[src/rtl/aes_pkg.sv]
// ============================================================================
//  Module   : aes_pkg
//  Purpose  : Shared constants, FSM state type and GF arithmetic helpers for
//             the AES-256 inverse key schedule. The composite-field S-box
//             basis-change matrices are derived at elaboration time from the
//             AES polynomial, so no hand-copied matrix can drift out of sync
//             with the GF(2^4) arithmetic used by the datapath.
//  Ports    : none (package)
//  Revision : 1.0 - initial release
// ============================================================================
`default_nettype none

package aes_pkg;

   localparam int NK = 8;
   localparam int NR = 14;

   // GF(2^8) is built as GF(2^4)[z]/(z^2 + z + LAMBDA), GF(2^4) = GF(2)[y]/(y^4+y+1).
   // LAMBDA = y^3 + y^2 has trace 1, so the quadratic is irreducible.
   localparam logic [3:0] GF16_LAMBDA = 4'hC;

   typedef enum logic [1:0] {
      ST_IDLE = 2'd0,
      ST_EMIT = 2'd1,
      ST_GEN  = 2'd2
   } state_t;

   function automatic logic [7:0] rcon(input logic [2:0] idx);
      logic [7:0] val;
      case (idx)
         3'd1:    val = 8'h01;
         3'd2:    val = 8'h02;
         3'd3:    val = 8'h04;
         3'd4:    val = 8'h08;
         3'd5:    val = 8'h10;
         3'd6:    val = 8'h20;
         3'd7:    val = 8'h40;
         default: val = 8'h00;
      endcase
      return val;
   endfunction

   function automatic logic [3:0] gf16_mul(input logic [3:0] a, input logic [3:0] b);
      logic [3:0] acc;
      logic [3:0] aa;
      acc = 4'h0;
      aa  = a;
      for (int i = 0; i < 4; i++) begin
         if (b[i]) acc = acc ^ aa;
         aa = {aa[2:0], 1'b0} ^ (aa[3] ? 4'h3 : 4'h0);
      end
      return acc;
   endfunction

   // a^-1 = a^14 = a^2 * a^4 * a^8; maps 0 to 0 as the S-box requires.
   function automatic logic [3:0] gf16_inv(input logic [3:0] a);
      logic [3:0] a2;
      logic [3:0] a4;
      logic [3:0] a8;
      a2 = gf16_mul(a, a);
      a4 = gf16_mul(a2, a2);
      a8 = gf16_mul(a4, a4);
      return gf16_mul(gf16_mul(a2, a4), a8);
   endfunction

   // Multiply in the AES field; used only while deriving the basis matrices.
   function automatic logic [7:0] gf8_mul(input logic [7:0] a, input logic [7:0] b);
      logic [7:0] acc;
      logic [7:0] aa;
      acc = 8'h00;
      aa  = a;
      for (int i = 0; i < 8; i++) begin
         if (b[i]) acc = acc ^ aa;
         aa = {aa[6:0], 1'b0} ^ (aa[7] ? 8'h1B : 8'h00);
      end
      return acc;
   endfunction

   // Linear map over GF(2): column k of m (bits 8k+7:8k) is the image of bit k.
   function automatic logic [7:0] lin_map(input logic [63:0] m, input logic [7:0] v);
      logic [7:0] acc;
      acc = 8'h00;
      for (int k = 0; k < 8; k++) begin
         if (v[k]) acc = acc ^ m[8*k +: 8];
      end
      return acc;
   endfunction

   // Composite -> AES polynomial basis. A composite byte {h,l} stands for
   // h*beta + l where alpha (root of y^4+y+1) embeds GF(2^4) and beta is a
   // root of z^2 + z + LAMBDA in the AES field.
   function automatic logic [63:0] calc_c2p();
      logic [7:0]      alpha;
      logic [7:0]      beta;
      logic [7:0]      lam8;
      logic [7:0]      x;
      logic [7:0]      x2;
      logic            found_a;
      logic            found_b;
      logic [3:0][7:0] ap;
      logic [63:0]     m;
      alpha   = 8'h00;
      beta    = 8'h00;
      found_a = 1'b0;
      found_b = 1'b0;
      for (int a = 1; a < 256; a++) begin
         x  = 8'(a);
         x2 = gf8_mul(x, x);
         if (!found_a && ((gf8_mul(x2, x2) ^ x ^ 8'h01) == 8'h00)) begin
            alpha   = x;
            found_a = 1'b1;
         end
      end
      ap[0] = 8'h01;
      for (int i = 1; i < 4; i++) ap[i] = gf8_mul(ap[i-1], alpha);
      lam8 = 8'h00;
      for (int i = 0; i < 4; i++) begin
         if (GF16_LAMBDA[i]) lam8 = lam8 ^ ap[i];
      end
      for (int b = 0; b < 256; b++) begin
         x = 8'(b);
         if (!found_b && ((gf8_mul(x, x) ^ x ^ lam8) == 8'h00)) begin
            beta    = x;
            found_b = 1'b1;
         end
      end
      for (int i = 0; i < 4; i++) begin
         m[8*i +: 8]     = ap[i];
         m[8*(i+4) +: 8] = gf8_mul(ap[i], beta);
      end
      return m;
   endfunction

   // Inverse of a basis matrix by Gauss-Jordan elimination over GF(2).
   function automatic logic [63:0] calc_p2c(input logic [63:0] m);
      logic [7:0][7:0] c;
      logic [7:0][7:0] t;
      logic [7:0]      tmp;
      logic            got;
      logic [63:0]     r;
      for (int k = 0; k < 8; k++) begin
         c[k] = m[8*k +: 8];
         t[k] = 8'h01 << k;
      end
      for (int b = 0; b < 8; b++) begin
         got = 1'b0;
         for (int k = b; k < 8; k++) begin
            if (!got && c[k][b]) begin
               tmp  = c[b]; c[b] = c[k]; c[k] = tmp;
               tmp  = t[b]; t[b] = t[k]; t[k] = tmp;
               got  = 1'b1;
            end
         end
         for (int k = 0; k < 8; k++) begin
            if ((k != b) && c[k][b]) begin
               c[k] = c[k] ^ c[b];
               t[k] = t[k] ^ t[b];
            end
         end
      end
      for (int b = 0; b < 8; b++) r[8*b +: 8] = t[b];
      return r;
   endfunction

   localparam logic [63:0] C_C2P = calc_c2p();
   localparam logic [63:0] C_P2C = calc_p2c(C_C2P);

endpackage

`default_nettype wire

[src/rtl/aes_sbox.sv]
// ============================================================================
//  Module   : aes_sbox
//  Purpose  : Combinational AES forward S-box using GF((2^4)^2) inversion
//             followed by the AES affine transform.
//  Ports    : i_data [7:0]  byte to substitute
//             o_data [7:0]  substituted byte
//  Revision : 1.0 - initial release
// ============================================================================
`default_nettype none

module aes_sbox
   import aes_pkg::*;
(
   input  logic [7:0] i_data,
   output logic [7:0] o_data
);

   logic [7:0] w_comp;
   logic [3:0] w_hi;
   logic [3:0] w_lo;
   logic [3:0] w_delta;
   logic [3:0] w_dinv;
   logic [7:0] w_inv;

   always_comb begin
      w_comp  = lin_map(C_P2C, i_data);
      w_hi    = w_comp[7:4];
      w_lo    = w_comp[3:0];
      // (h z + l)^-1 = (h d) z + (h + l) d, with d = (h^2 LAMBDA + h l + l^2)^-1
      w_delta = gf16_mul(gf16_mul(w_hi, w_hi), GF16_LAMBDA)
              ^ gf16_mul(w_hi, w_lo) ^ gf16_mul(w_lo, w_lo);
      w_dinv  = gf16_inv(w_delta);
      w_inv   = lin_map(C_C2P, {gf16_mul(w_hi, w_dinv), gf16_mul(w_hi ^ w_lo, w_dinv)});
      o_data  = w_inv
              ^ {w_inv[6:0], w_inv[7]}
              ^ {w_inv[5:0], w_inv[7:6]}
              ^ {w_inv[4:0], w_inv[7:5]}
              ^ {w_inv[3:0], w_inv[7:4]}
              ^ 8'h63;
   end

endmodule

`default_nettype wire

[src/rtl/aes256_inv_key_sched.sv]
// ============================================================================
//  Module   : aes256_inv_key_sched
//  Purpose  : Walks the AES-256 key schedule backwards from the last eight
//             words w[52..59], emitting round keys 14 down to 0 over a
//             valid/ready handshake.
//  Ports    : clk           rising-edge clock
//             rst           asynchronous active-high reset
//             start         load request, honoured in IDLE only
//             key_in [255:0] {w[52]..w[59]}, w[52] in the MSBs
//             rk_out [127:0] round key {w[4r]..w[4r+3]}
//             rk_round [3:0] round number r of rk_out
//             rk_valid      rk_out/rk_round valid
//             rk_ready      consumer accepts
//             busy          high outside IDLE
//             done          one-cycle pulse after the round-0 handshake
//  Options  : AES_INV_KS_ZEROIZE_EN - clear the key window when done pulses
//             and force rk_out to zero while rk_valid is low.
//  Revision : 1.0 - initial release
// ============================================================================
`default_nettype none

module aes256_inv_key_sched
   import aes_pkg::*;
(
   input  logic         clk,
   input  logic         rst,
   input  logic         start,
   input  logic [255:0] key_in,
   output logic [127:0] rk_out,
   output logic [3:0]   rk_round,
   output logic         rk_valid,
   input  logic         rk_ready,
   output logic         busy,
   output logic         done
);

   localparam logic [5:0] C_J_INIT     = 6'd52;
   localparam logic [3:0] C_ROUND_LAST = 4'(NR);

   state_t              r_state;
   state_t              w_state_nxt;
   logic [0:NK-1][31:0] r_win;        // r_win[i] = w[j+i]
   logic [5:0]          r_j;
   logic [3:0]          r_round;
   logic                r_valid;
   logic                r_busy;
   logic                r_done;

   logic                w_load;
   logic                w_hs;
   logic                w_done_nxt;
   logic [5:0]          w_jm1;
   logic [2:0]          w_rc_idx;
   logic [31:0]         w_sub;
   logic [31:0]         w_t;
   logic [31:0]         w_new;
   logic [127:0]        w_rk_mux;

   // SubWord of win[6]; RotWord commutes with it, so rotation happens after.
   for (genvar g = 0; g < 4; g++) begin : g_sbox
      aes_sbox u_sbox (
         .i_data (r_win[6][8*g +: 8]),
         .o_data (w_sub[8*g +: 8])
      );
   end

   always_comb begin
      w_jm1 = r_j - 6'd1;
      // (j+7)/8 equals ((j-1)/8)+1 whenever (j-1) mod 8 = 0
      w_rc_idx = w_jm1[5:3] + 3'd1;
      case (w_jm1[2:0])
         3'd0:    w_t = {w_sub[23:0], w_sub[31:24]} ^ {rcon(w_rc_idx), 24'h0};
         3'd4:    w_t = w_sub;
         default: w_t = r_win[6];
      endcase
      w_new = r_win[7] ^ w_t;
   end

   always_ff @(posedge clk or posedge rst) begin
      if (rst) r_state <= ST_IDLE;
      else     r_state <= w_state_nxt;
   end

   always_comb begin
      w_state_nxt = r_state;
      w_load      = 1'b0;
      w_hs        = 1'b0;
      w_done_nxt  = 1'b0;
      case (r_state)
         ST_IDLE: begin
            if (start) begin
               w_load      = 1'b1;
               w_state_nxt = ST_EMIT;
            end
         end
         ST_EMIT: begin
            if (rk_ready) begin
               w_hs = 1'b1;
               if (r_round == 4'd0) begin
                  w_state_nxt = ST_IDLE;
                  w_done_nxt  = 1'b1;
               end else if (r_round == C_ROUND_LAST) begin
                  // Round 13 is already in win[0..3] after the load
                  w_state_nxt = ST_EMIT;
               end else begin
                  w_state_nxt = ST_GEN;
               end
            end
         end
         ST_GEN: begin
            // j enters GEN as a multiple of 4; the fourth word lands when j = 4m+1
            if (r_j[1:0] == 2'd1) w_state_nxt = ST_EMIT;
         end
         default: w_state_nxt = ST_IDLE;
      endcase
   end

   always_ff @(posedge clk or posedge rst) begin
      if (rst) begin
         r_win   <= '0;
         r_j     <= '0;
         r_round <= '0;
         r_valid <= 1'b0;
         r_busy  <= 1'b0;
         r_done  <= 1'b0;
      end else begin
         r_valid <= (w_state_nxt == ST_EMIT);
         r_busy  <= (w_state_nxt != ST_IDLE);
         r_done  <= w_done_nxt;
         if (w_load) begin
            r_win   <= key_in;
            r_j     <= C_J_INIT;
            r_round <= C_ROUND_LAST;
         end else if (r_state == ST_GEN) begin
            r_win <= {w_new, r_win[0:NK-2]};
            r_j   <= w_jm1;
         end else if (w_hs && (r_round != 4'd0)) begin
            r_round <= r_round - 4'd1;
         end
`ifdef AES_INV_KS_ZEROIZE_EN
         if (w_done_nxt) r_win <= '0;
`endif
      end
   end

   // Round 14 is the upper half of the loaded window; all others the lower half.
   assign w_rk_mux = (r_round == C_ROUND_LAST) ? {r_win[4], r_win[5], r_win[6], r_win[7]}
                                               : {r_win[0], r_win[1], r_win[2], r_win[3]};

`ifdef AES_INV_KS_ZEROIZE_EN
   assign rk_out = r_valid ? w_rk_mux : 128'h0;
`else
   assign rk_out = w_rk_mux;
`endif

   assign rk_round = r_round;
   assign rk_valid = r_valid;
   assign busy     = r_busy;
   assign done     = r_done;

endmodule

`default_nettype wire

[config.mk]
export PLATFORM = sky130hd
export DESIGN_NAME = aes256_inv_key_sched
export DESIGN_NICKNAME = d
export VERILOG_FILES = /design/src/rtl/aes_pkg.sv /design/src/rtl/aes_sbox.sv /design/src/rtl/aes256_inv_key_sched.sv
export SDC_FILE = /design/constraint.sdc
export NUM_CORES = 1
export LEC_CHECK = 0
export ABC_AREA = 1
export ABC_CLOCK_PERIOD_IN_PS = 7800
export BUFFER_PORTS_ARGS = -buffer_cell sky130_fd_sc_hd__buf_2
export CORE_ASPECT_RATIO = 0.6
export CORE_MARGIN = 2
export CORE_UTILIZATION = 45
export CTS_CLUSTER_SIZE = 8
export DETAILED_ROUTE_END_ITERATION = 10
export PLACE_DENSITY = 0.68
export SLEW_MARGIN = 0
export SYNTH_ARGS = -nofsm -noshare
export SYNTH_HDL_FRONTEND = slang
export SYNTH_SLANG_ARGS = --single-unit
[constraint.sdc]
create_clock -name clk -period 7.8 [get_ports clk]
set_input_delay 0.39 -clock clk [delete_from_list [all_inputs] [get_ports clk]]
set_output_delay 0.39 -clock clk [all_outputs]
set_load 0.01 [all_outputs]
* Word level (Yosys, flattened, before mapping) *
Cells that the tools add are included.

storage, ports and cells
  bits in registers = 271
  input port bits = 260
  output and inout port bits = 135
  logic and storage cells = 694

operators by class
  add/sub/neg operators = 3
  equal/unequal tests = 14
  multiplexer cells = 344
  bitwise logic cells = 310
  reductions and logical operators = 9

operator list
  cell                                  count
  XOR 4 bit                             231
  two-way mux 4 bit                     163
  two-way mux 256 bit                   2
  two-way mux 2 bit                     101
  two-way mux 7 bit                     24
  two-way mux 8 bit                     17
  two-way mux 128 bit                   1
  XOR 8 bit                             16
  two-way mux 6 bit                     14
  NOT 5 bit                             16
  case mux 32 bit (2 select lines)      1
  XOR 32 bit                            2
  case mux 7 bit (7 select lines)       1
  NOT 6 bit                             8
  NOT 5 -> 6 bit                        4
  NOT 1 -> 4 bit, first input constant  4
  NOT 4 bit                             4
  == test 3 bit, second input constant  5
  two-way mux 1 bit                     15
  two-way mux 3 bit                     4
  NOT 1 -> 3 bit                        4
  NOT 2 -> 3 bit                        4
  NOT 3 bit                             4
  NOT 2 bit                             4
  20 further kinds                      31

* Longest topological paths before layout *
  depth after elaboration = 93
  mapped depth = 62

* By module *
Synthesis repeated with hierarchy kept, for this count alone.

second synthesis, totals
  cells, all modules = 4,348
  area total of the unflattened synthesis = 26,285.2 sq um

by module, submodules not included
  module                times used  cells each  area an instance (sq um)  seq. area each (sq um)
  aes256_inv_key_sched  1           1,844       14,348.8                  6,781.5
  aes_sbox              4           626         2,984.1                   0.0

* Worst setup path after synthesis *
No wires, ideal clock.

  path type = register to register
  from = register r_win[37] (netlist bit)
  to = register r_win[228] (netlist bit)
  library setup time = 116 ps
  data arrival time = 5,402 ps
  data required time = 7,684 ps
  slack = 2,282 ps
  cell stages (with the launch flop) = 55
  buffers on the path = 2
  path through = dfrtp_1 buf_4 xor2_1 nand2_1 nand2_2 buf_6 ha_1 xor2_1 xnor2_1 nand2_1 nand3_1 nand2_1 nand3b_1 nand2_2 nand2_1 nand2_2 nand2_1 nand2_1 [... 19 more ...] nand2_1 nand3_1 nand2_1 inv_1 nand2_1 nand2_1 nand2_1 nand2_2 nand2_1 nand2_1 xor2_1 nand2_1 nand2_1 nand2_1 nand2_1 nand3_1 nand2_1 nand2_1

on the way
  longest elaborated chain between the ends = 72

RTL lines
  element                                                         RTL line                      RTL
  start: declaration                                              aes256_inv_key_sched.sv:42    logic [0:NK-1][31:0] r_win;
  start signal: assignment                                        aes256_inv_key_sched.sv:131   r_win <= key_in;
  start signal: assignment                                        aes256_inv_key_sched.sv:135   r_win <= {w_new, r_win[0:NK-2]};
  two-way mux 8 bit (*)                                           aes_pkg.sv:84                 if (v[k]) acc = acc ^ m[8*k +: 8];
  NOT 6 bit (no source line) / NOT 5 bit (equally long branches)  -
  two-way mux 6 bit / two-way mux 8 bit (equally long branches)   aes_pkg.sv:84
  two-way mux 8 bit (*)                                           aes_pkg.sv:84
  two-way mux 4 bit / XOR 4 bit (equally long branches)           aes_pkg.sv:49, aes_pkg.sv:50
  XOR 4 bit                                                       aes_pkg.sv:49                 if (b[i]) acc = acc ^ aa;
  two-way mux 4 bit                                               aes_pkg.sv:49
  XOR 4 bit                                                       aes_pkg.sv:49
  [... 56 more ...]                                               -
  XOR 8 bit                                                       aes_sbox.sv:35                ^ {w_inv[6:0], w_inv[7]}
  XOR 8 bit                                                       aes_sbox.sv:36                ^ {w_inv[5:0], w_inv[7:6]}
  XOR 8 bit                                                       aes_sbox.sv:37                ^ {w_inv[4:0], w_inv[7:5]}
  XOR 8 bit (*)                                                   aes_sbox.sv:38                ^ {w_inv[3:0], w_inv[7:4]}
  case mux 32 bit (2 select lines) (*)                            aes256_inv_key_sched.sv:71    case (w_jm1[2:0])
  XOR 32 bit (*)                                                  aes256_inv_key_sched.sv:76    w_new = r_win[7] ^ w_t;
  two-way mux 256 bit (*)                                         aes256_inv_key_sched.sv:134   end else if (r_state == ST_GEN) begin
  two-way mux 256 bit (*)                                         aes256_inv_key_sched.sv:130   if (w_load) begin

Every way passes the cells marked *; elsewhere a longest branch is shown, timed or not. The select of a mux whose other input is x is not followed.
A chain may end at the register's enable or synchronous reset.

* Final worst setup path *
  from = register r_win[54] (netlist bit)
  to = register r_win[241] (netlist bit)

on the way
  longest elaborated chain between the ends = 73

RTL lines
  element                                                RTL line
  two-way mux 6 bit (*)                                  aes_pkg.sv:84
  NOT 5 bit (no source line)                             -
  two-way mux 8 bit (*)                                  aes_pkg.sv:84
  two-way mux 4 bit / XOR 4 bit (equally long branches)  aes_pkg.sv:49, aes_pkg.sv:50
  XOR 4 bit                                              aes_pkg.sv:49
  two-way mux 4 bit                                      aes_pkg.sv:49
  XOR 4 bit                                              aes_pkg.sv:49
  two-way mux 4 bit                                      aes_pkg.sv:49
  [... 57 more ...]                                      -
  XOR 8 bit                                              aes_sbox.sv:36
  XOR 8 bit                                              aes_sbox.sv:37
  XOR 8 bit (*)                                          aes_sbox.sv:38
  NOT 4 bit (no source line) (*)                         -
  case mux 32 bit (2 select lines) (*)                   aes256_inv_key_sched.sv:71
  XOR 32 bit (*)                                         aes256_inv_key_sched.sv:76
  two-way mux 256 bit (*)                                aes256_inv_key_sched.sv:134
  two-way mux 256 bit (*)                                aes256_inv_key_sched.sv:130

Marked as above.

==> flow_metrics.env <==
export IMPL_outcome="completed"
export IMPL_fmax_mhz=144
export IMPL_viasPerCell=5.47
export IMPL_hpwlAfterDp_um=68400
export IMPL_slew_viol_final=0
export IMPL_syn_instance_count=4359
export IMPL_synth_cell_types=46
export IMPL_via_count=29600
export IMPL_cpMaxStageDelayCell="dfrtp_1"
export IMPL_cts_buffers=39
export IMPL_drc=0
export IMPL_antenna_found_initial=18
export IMPL_start_util=0.459
export IMPL_clock_sinks=271
export IMPL_hold_class="in -> async"
export IMPL_worstSetupStartpointType="flip-flop"
export IMPL_ys_seq_area_frac=0.263
export IMPL_worst_pin_slew_ns=1.06
export IMPL_first_pass_iters=6
export IMPL_final_common_cell="nand2_1"
export IMPL_fin_cells=5415
export IMPL_clock_tree_root_cell="clkbuf_16"
export IMPL_grt_first_pass_wirelength_um=144000
export IMPL_ys_flop_type="dfrtp_1"
export IMPL_dpl_cell_area_um2=28200
export IMPL_holdBufCountCts=0
export IMPL_fin_crit_ns=6.93
export IMPL_relSlewSlack=0.291
export IMPL_setup_viol=0
export IMPL_hold_viol_final=0
export IMPL_cpMostUsedCell="nand2_1"
export IMPL_core_um2=56300
export IMPL_die_w_um=313
export IMPL_grt_overflow_total=0
export IMPL_synthAdderAreaFrac=0.00776
export IMPL_muxShareOfSynthArea=0.000388
export IMPL_layout_common_cells="1410 x nand2_1, 582 x o21ai_0, 509 x inv_1"
export IMPL_path_clk_slew_ns=0.05
export IMPL_worst_path_largest_cell_delay_ns=0.59
export IMPL_die_area_um2=59300
export IMPL_worstPathMaxFanout=11
export IMPL_synth_top_family_by_area="simple AND/OR/NAND/NOR gates"
export IMPL_ys_ff_latch=271
export IMPL_syn_area_um2=25800
export IMPL_portBuffers=394
export IMPL_synth_top_area_frac=0.263
export IMPL_cp_arrival_ns=7.35
export IMPL_dpl_cell_count=5353
export IMPL_rsz0062_at_grt="no"
export IMPL_die_h_um=189
export IMPL_synth_edf_count=0
export IMPL_rr_worst_depth=44
export IMPL_synth_area_leaders="dfrtp_1 26%, nand2_1 21%, o21ai_0 11%, nand3_1 9.0%, inv_1 7.4%"
export IMPL_synth_compound_gate_area_share=0.174
export IMPL_yosys_warnings=0
export IMPL_nets=4911
export IMPL_ctsResizeCount=0
export IMPL_grt_use_total=0.299
export IMPL_clk_latency_ns=0.54
export IMPL_syn_to_final_growth_pct=13.4
export IMPL_synth_net_count=4635
export IMPL_grt_pass1_vias=26300
export IMPL_fillerInstances=5685
export IMPL_critPathRequiredTime_ns=8.22
export IMPL_cts_setup_buffers=0
export IMPL_routed_wl_um=92100
export IMPL_end_kind="flip-flop"
export IMPL_synthSimpleGateAreaFrac=0.390
export IMPL_cts_tree="yes"
export IMPL_drive_above_1_share=0.151
export IMPL_syn_avg_cell_area_um2=5.92
export IMPL_synth_xor_area_share=0.0531
export IMPL_synth_largest_area_cell="dfrtp_1"
export IMPL_cts_buffer_depth=3
export IMPL_drt_iter0_drc=3422
export IMPL_finalSetupTns_ns=0
export IMPL_io_pins=395
export IMPL_ant_nets=0
export IMPL_async_flop_share=1.00
export IMPL_rows=67
export IMPL_period_share=0.888
export IMPL_cap_violations=0
export IMPL_final_area_um2=29300
export IMPL_wl_per_cell_um=17.0
export IMPL_htree_levels=2
export IMPL_place_gp_congestion=0.962
export IMPL_grt_max_degree=259
export IMPL_crit_type="reg -> reg"
export IMPL_skew_ns=0.0218
-- per-stage QoR --
step | util | setup WS (ns) | hold WS (ns)
after global routing | 0.520 | 0.0485 | 0.100
after CTS | 0.519 | 1.07 | 0.0843
after detailed placement | 0.501 | 1.10 | 0.494
after global placement | 0.501 | 1.13 | 0.502
after floorplan | - | 2.28 | 0.465
final | 0.520 | 0.870 | 0.0171
-- cell families after synthesis --
family / after synthesis
and+or+nand+nor: 2314
AOI/OAI and AO/OA: 876
buffers and inverters: 740
DFF: 271
xor gates and xnor gates: 141
adders and majority gates: 16
muxes: 1
-- critical path: cells and delay by family (launching register included) --
kind,cells,cell delay [ns]
compound gates,1,0.26
xor+xnor,3,0.62
fa+ha+maj,2,0.58
buf+inv,4,0.38
flops,1,0.59
simple gates,34,4.38
-- layout make-up --
cell class,count,area (um2),share of cell area
sequential,271,6790,0.232
clock buffer,42,1010,0.0345
inverter,564,2130,0.0728
clock inverter,2,25.0,0.000855
timing repair buffer,411,2150,0.0735
antenna,18,45.0,0.00154
multi-input combinational,3348,16200,0.552
tap,759,950,0.0325
-- metal layers --
layer | global-route usage | vias up | share of wire
met5 | 0 | - | 0
met4 | 0.0859 | 0 | 0.027
met3 | 0.0548 | 164 | 0.094
met2 | 0.446 | 1355 | 0.43
met1 | 0.438 | 13600 | 0.45
li1 | - | 14500 | -
-- sequential cells by signal (all words and copies together), names as in the netlist --
name	count
rk_round	4
done	1
r_state	2
r_win	256
rk_valid	1
r_j	6
busy	1
-- path summary, 6_finish.rpt --
kind,from,end,slack (ns)
worst max-delay path,r_win[54],r_win[241],0.87
worst min-delay path,rst,r_win[74],0.02
worst max register to register,r_win[54],r_win[241],0.87
worst min register to register,r_win[191],r_win[191],0.52
max in group asynchronous,rst,r_win[144],5.99
min in group clk,key_in[90],r_win[90],0.09
-- synthesized netlist by cell type, types with 2 or more instances --
cell type / n
xor2_2: 11
buf_6: 7
or2_2: 2
xnor2_2: 7
a22oi_1: 2
o21ai_0: 582
ha_1: 16
nor2_2: 7
nand2_2: 118
a21oi_1: 213
nor2_4: 4
nand4_1: 28
inv_2: 49
buf_2: 17
inv_4: 2
nand2_1: 1410
nand3_1: 466
nor2_1: 206
o21bai_1: 3
inv_1: 511
nand3_2: 24
dfrtp_1: 271
xor2_1: 83
o21ai_1: 26
buf_4: 11
clkbuf_1: 131
xnor2_1: 40
nor3_1: 3
buf_1: 9
o22ai_1: 35
nand2_4: 12
clkinv_1: 2
or2_1: 3
nand3b_1: 27
o211ai_1: 10
Power is not shown: default switching activity piles up to over one toggle a cycle in this logic, so the estimate is an artifact.
